==> src/rtl/pc_unit.sv <==
// Program-counter unit: sequential step, PC-relative branch, absolute jump, and
// call/return through a circular return-address stack built when PC_RAS_EN is defined.
module pc_unit #(
    parameter int ADDR_W     = 9,
    parameter int STEP       = 4,
    parameter int RESET_ADDR = 0,
    parameter int RAS_DEPTH  = 4
) (
    input  logic              clk,
    input  logic              reset,
    input  logic              stall,
    input  logic [2:0]        cmd,
    input  logic [ADDR_W-1:0] target,
    input  logic [ADDR_W-1:0] offset,
    output logic [ADDR_W-1:0] address,
    output logic              ras_empty,
    output logic              ras_full,
    output logic              ras_ovf,
    output logic              ras_unf
);

    localparam logic [2:0] CMD_BRANCH = 3'd1;
    localparam logic [2:0] CMD_JUMP   = 3'd2;
    localparam logic [2:0] CMD_CALL   = 3'd3;
    localparam logic [2:0] CMD_RET    = 3'd4;

    logic [ADDR_W-1:0] seq_addr;
    logic [ADDR_W-1:0] next_addr;

    assign seq_addr = address + ADDR_W'(STEP);

`ifdef PC_RAS_EN
    localparam int PW = (RAS_DEPTH > 1) ? $clog2(RAS_DEPTH) : 1;
    localparam int CW = $clog2(RAS_DEPTH + 1);

    if (RAS_DEPTH < 2) begin : g_depth_check
        $error("pc_unit: RAS_DEPTH must be at least 2");
    end

    logic [ADDR_W-1:0] stk [RAS_DEPTH];
    logic [PW-1:0]     sp;       // next slot to write; top of stack is sp-1
    logic [PW-1:0]     sp_inc;
    logic [PW-1:0]     sp_dec;
    logic [CW-1:0]     cnt;
    logic              push;
    logic              pop;
    logic              ovf_nxt;
    logic              unf_nxt;
    logic              full;
    logic              empty;

    assign full   = (cnt == CW'(RAS_DEPTH));
    assign empty  = (cnt == '0);
    assign sp_inc = (sp == PW'(RAS_DEPTH - 1)) ? '0 : sp + PW'(1);
    assign sp_dec = (sp == '0) ? PW'(RAS_DEPTH - 1) : sp - PW'(1);

    always_comb begin
        next_addr = seq_addr;
        push      = 1'b0;
        pop       = 1'b0;
        ovf_nxt   = 1'b0;
        unf_nxt   = 1'b0;
        case (cmd)
            CMD_BRANCH: next_addr = address + offset;
            CMD_JUMP:   next_addr = target;
            CMD_CALL: begin
                next_addr = target;
                push      = 1'b1;
                ovf_nxt   = full;
            end
            CMD_RET: begin
                if (!empty) begin
                    next_addr = stk[sp_dec];
                    pop       = 1'b1;
                end else begin
                    unf_nxt   = 1'b1;
                end
            end
            default: next_addr = seq_addr;
        endcase
    end

    always_ff @(posedge clk or negedge reset) begin
        if (!reset) begin
            address <= ADDR_W'(RESET_ADDR);
            sp      <= '0;
            cnt     <= '0;
            ras_ovf <= 1'b0;
            ras_unf <= 1'b0;
        end else begin
            ras_ovf <= 1'b0;
            ras_unf <= 1'b0;
            if (!stall) begin
                address <= next_addr;
                ras_ovf <= ovf_nxt;
                ras_unf <= unf_nxt;
                // a push onto a full stack overwrites the oldest slot, count saturates
                if (push) begin
                    sp <= sp_inc;
                    if (!full) cnt <= cnt + CW'(1);
                end else if (pop) begin
                    sp  <= sp_dec;
                    cnt <= cnt - CW'(1);
                end
            end
        end
    end

    // Stack storage needs no reset; only the count decides what is valid.
    always_ff @(posedge clk) begin
        if (!stall && push) stk[sp] <= seq_addr;
    end

    assign ras_empty = empty;
    assign ras_full  = full;
`else
    always_comb begin
        next_addr = seq_addr;
        case (cmd)
            CMD_BRANCH: next_addr = address + offset;
            CMD_JUMP,
            CMD_CALL:   next_addr = target;
            default:    next_addr = seq_addr;
        endcase
    end

    always_ff @(posedge clk or negedge reset) begin
        if (!reset)      address <= ADDR_W'(RESET_ADDR);
        else if (!stall) address <= next_addr;
    end

    assign ras_empty = 1'b1;
    assign ras_full  = 1'b0;
    assign ras_ovf   = 1'b0;
    assign ras_unf   = 1'b0;
`endif

endmodule

==> config.mk <==
export PLATFORM = sky130hd
export DESIGN_NAME = pc_unit
export DESIGN_NICKNAME = d
export VERILOG_FILES = /design/src/rtl/pc_unit.sv
export SDC_FILE = /design/constraint.sdc
export NUM_CORES = 1
export LEC_CHECK = 0
export CORE_MARGIN = 3
export CORE_UTILIZATION = 40
export CTS_CLUSTER_SIZE = 28
export DETAILED_ROUTE_END_ITERATION = 8
export PLACE_DENSITY = 0.74
export SYNTH_ARGS = -nofsm -noshare
export SYNTH_HDL_FRONTEND = slang
export SYNTH_SLANG_ARGS = --single-unit
==> constraint.sdc <==
create_clock -name clk -period 2.3 [get_ports clk]
set_input_delay 0.345 -clock clk [delete_from_list [all_inputs] [get_ports clk]]
set_output_delay 0.345 -clock clk [all_outputs]
set_load 0.01 [all_outputs]
After elaboration in Yosys (flattened, before gate mapping)
Index checks and enable logic that the tools add are counted.
{ "word_totals": {"regBits": 9, "inputBits": 24, "output_inout_bits": 13, "word_cells": 8} }
{ "classes": {"add_sub_neg": 2, "n_eq_ne": 3, "n_mux": 1, "reduce_logical": 1} }
{ "op_table": {"columns": ["cell", "count"], "rows": [
  ["$pmux 9 s2", 1],
  ["$add 9x3->9 const B", 1],
  ["$add 9x9->9", 1],
  ["$eq 3x2->1 const B", 2],
  ["$eq 3x1->1 const B", 1],
  ["$reduce_or 2->1", 1]
]} }

Depth between registers and ports, before layout
Gate-level depths: netlist (run 1).
{ "depth": {"depth_word": 3, "ltp_mapped": 7, "mapped_depth_nobuf": 7} }

Worst setup path before layout (run 1)
Ideal clock, no wire load.
{ "synth_timing": {"kind": "flip-flop to flip-flop", "start": "reg address[0]", "end": "reg address[8]", "setup_time_ps": 87, "arrival_time_ps": 1926, "required_time_ps": 2213, "path_slack_ps": 287, "path_stages_with_launch": 8, "n_path_buf": 0, "synth_period_minus_slack_ps": 2013, "path_cell_list": "dfrtp_1 ha_1 fa_1 a211oi_1 o211ai_1 a21o_1 and2_1 o211ai_1"} }
{ "synth_between": {"elab_chain_cells": 2, "word_cells_on_any_way": 3, "classes_between": "2 x add/sub; 1 x mux"} }
{ "synth_rtl": {"columns": ["element", "line", "text"], "rows": [
  ["from (decl)", "15", "output logic [ADDR_W-1:0] address,"],
  ["from (signal assigned)", "128", "if (!reset) address <= ADDR_W'(RESET_ADDR);"],
  ["from (signal assigned)", "129", "else if (!stall) address <= next_addr;"],
  ["$add 9x3->9 or $add 9x9->9 (tied branches)", "30, 120", null],
  ["$pmux 9 s2 *", "119", "case (cmd)"]
]} }
Every way passes the cells marked *; elsewhere a longest branch is shown, timed or not.
A chain may end at the register's enable or synchronous reset.

Final worst setup path (run 1)
{ "layout_timing": {"start": "in offset[0]", "end": "reg address[8]"} }
{ "layout_between": {"elab_chain_cells": 2} }
{ "layout_rtl": {"columns": ["element", "line", "text"], "rows": [
  ["from (decl)", "14", "input logic [ADDR_W-1:0] offset,"],
  ["$add 9x9->9", "120", "CMD_BRANCH: next_addr = address + offset;"],
  ["$pmux 9 s2", "119", null]
]} }
No other way between the ends.

==> run summary, run 1 <==
CP Buf/Inv Count: 1
Post-Syn Area: 970 um2
Max VDD drop: 0.500 mV
synth cell count leaders: a21oi_1, o21ai_0, dfrtp_1, ha_1, nand3_1
adder and majority gate portion of the synthesized area: 13.7%
Fillers: 205
Setup crit end kind: register
final wirelength: 2680 um
largest stage delay on the critical path: 440 ps
final hold vios: 0
Reg2Reg Launch Point: address[0]$_DFFE_PN0P_
Routed Antenna Nets: 0
crit path cell chain: clkdlybuf4s50_1 -> ha_1 -> fa_1 -> a211oi_2 -> o211ai_1 -> a21o_1 -> and2_1 -> o211ai_1
WL/cell: 15.0 um
Core Util, Final: 59.9%
cell with the most instances after synthesis: a21oi_1
first-pass GRT wire length: 4400 um
ANT cells: 0
Synth Area in Simple Gates: 18.6%
Critical path origin: offset[0]
Num Clock Sinks: 9
Worst Slack Setup Final: 126 ps
top cells by area, synth: dfrtp_1, ha_1, a21oi_1
Post-synth top flop: dfrtp_1
CORE AREA: 2250 um2
FP Rows: 17
syn_area_per_cell: 8.36 um2
nets@finish: 186
Setup Viol. Count Final: 0
synth unique cells: 42
Die X: 55.2 um
DRT iter0 DRCs: 27
clock transition at the registers of the reported paths: 60 ps
Total GRT Usage: 17.9%
Final HPWL DP: 2060 um
outcome: completed
reg2reg end: address[8]$_DFFE_PN0N_
critical setup path kind: primary input to register
Largest regs: address (9)
Mapped Cells: 116
RSZ-0062 raised after global routing: no
clk_lat worst skew: 260 ps
most common cell type on the critical path: o211ai_1
post-synthesis sequential area ratio: 23.2%
WP data required: 2480 ps
GRT overflow: 0
total power: 1070 uW
Crit path depth: 8
DR vias/cell: 5.72
FF+latch area: 225 um2
Area growth syn-to-layout: 39.4%
CTS Buf Count: 3
post-synth top area share: 23.2%
post-synthesis compound-gate area fraction: 31.6%
CP top delay family: compound AO/OA/AOI/OAI gates
Max Clock Freq: 460 MHz
Place WS: -211 ps
reg-to-reg setup timing slack: 240 ps
post-synthesis mux area share: 2.06%
CP max-delay cell: fa_1
DIE HEIGHT: 55.2 um
cell taking the most area after synthesis: dfrtp_1
initial antenna violation count: 0
total die area: 3050 um2
CTS Root Cell: clkbuf_4
largest net degree at the start of global routing: 12
maxcap violations: 0
largest family of logic cells by synthesized area: compound AO/OA/AOI/OAI gates
xor and xnor area share after synthesis: 4.52%
max reg flops: 9
startpoint types: primary input
Setup Buffers After CTS: 0
PwrDens: 792 nW/um2
GPL Wtd Cong: 0.792
Top-Level Pins: 37
via count: 1024
starting density of the core: 43.0%
Min Clock Period, post-route: 2170 ps
Leak: 0.000566 uW
Final Max Slew Viols: 0
Ys Warns: 0
Worst Reg2Reg Path Length in Cells: 7
fin crit share: 94.5%
vias in the first global route: 1008
DRC viols: 0
area of the multi-input gates: 703 um2
largest register by flop count: address
hold crit path type: primary input to asynchronous set/reset pin
H-tree levels: 1
Buffers on Ports: 32
TritonCTS clock tree: done
FF+latch count, synth: 9
Post-synth EDFFs: 0
Crit path arrival time: 2360 ps
Post-Route Skew: 0.286 ps
share of layout cells above drive strength 1: 7.95%
Async SR Flop Fraction: 100%
Max clock buf depth: 2
drt pass-1 iters: 5
CP Max Fanout: 3
CP endpoint: address[8]$_DFFE_PN0N_
[metrics by stage]
stage	hold WS [ps]	area, um2	cells	TNS [ps]
4_1_cts	404	1350	179	0
3_3_place_gp	525	1320	175	-231
6_report	404	1350	179	0
3_5_place_dp	542	1320	175	-428
5_1_grt	433	1350	179	0
2_1_floorplan	49.4	977	118	0
[worst min-delay path by stage]
stage / endpoint / slack (ps) / cells after the start
6_report: address[4]$_DFFE_PN0N_ / 400 / 1
5_1_grt: address[4]$_DFFE_PN0N_ / 430 / 1
4_1_cts: address[4]$_DFFE_PN0N_ / 400 / 1
3_5_place_dp: address[0]$_DFFE_PN0P_ / 540 / 2
3_3_place_gp: address[0]$_DFFE_PN0P_ / 530 / 2
2_1_floorplan: address[0]$_DFFE_PN0P_ / 50 / 0
[layout by cell type (no fill, tap or decap), drive strengths merged, types with 2 or more instances in the layout]
cell           synthesis  layout
mux2i                  2       2
o21bai                 2       2
a211oi                 2       2
nand3                  7       7
dfrtp                  9       9
ha                     9       9
o211ai                 3       3
clkdlybuf4s50          0      32
clkbuf                 2       4
a21o                   6       6
nand2b                 2       2
nor3                   3       3
nor2                   4       4
a22oi                  2       2
o21ai                 10      10
xnor2                  4       4
nand2                  6       6
nor3b                  3       3
buf                    5       4
a21oi                 11      11
inv                    3       3
conb                   2       4
[kinds of logic after synthesis]
logic type,Yosys count
other,2
muxes,2
AOI/OAI and AO/OA,46
buffers and inverters,10
DFF,9
adders and majority gates,10
xor gates and xnor gates,5
and+or+nand+nor,32
[where the power goes]
group	switching [uW]	total [uW]	leakage, uW	internal, uW
logic	304	654	0.000444	350
registers	80.0	290	0.000107	210
clock network	58.7	126	0.0000150	67.1
total	443	1070	0.000566	627
[per-layer routing]
layer | wire length, um | GRT usage [%]
met1 | 1230 | 23.6
met3 | 165 | 1.87
met2 | 1240 | 28.5
met4 | 48 | 9.38
met5 | 0 | 0
[cell type report]
cell class | instances | share of cell area [%]
timing repair buffer | 36 | 25.9
multi-input combinational | 99 | 52.0
clock buffer | 4 | 1.94
tap | 28 | 2.59
sequential | 9 | 16.7
inverter | 3 | 0.833
[timing repair]
item,CTS,global route
hold buffers,0,0
gates resized for setup,0,1
setup endpoints to repair,0,2
Note: power is estimated with default switching activity, not from simulation.
==> inputs of run 2 (changes only) <==
--- a/config.mk
+++ b/config.mk
@@ -10,6 +10,7 @@
 export CTS_CLUSTER_SIZE = 28
 export DETAILED_ROUTE_END_ITERATION = 8
 export PLACE_DENSITY = 0.74
+export SLEW_MARGIN = 20
 export SYNTH_ARGS = -nofsm -noshare
 export SYNTH_HDL_FRONTEND = slang
 export SYNTH_SLANG_ARGS = --single-unit
==> results of run 2 <==
The final DEF is identical to that of run 1; final timing and power are the same.
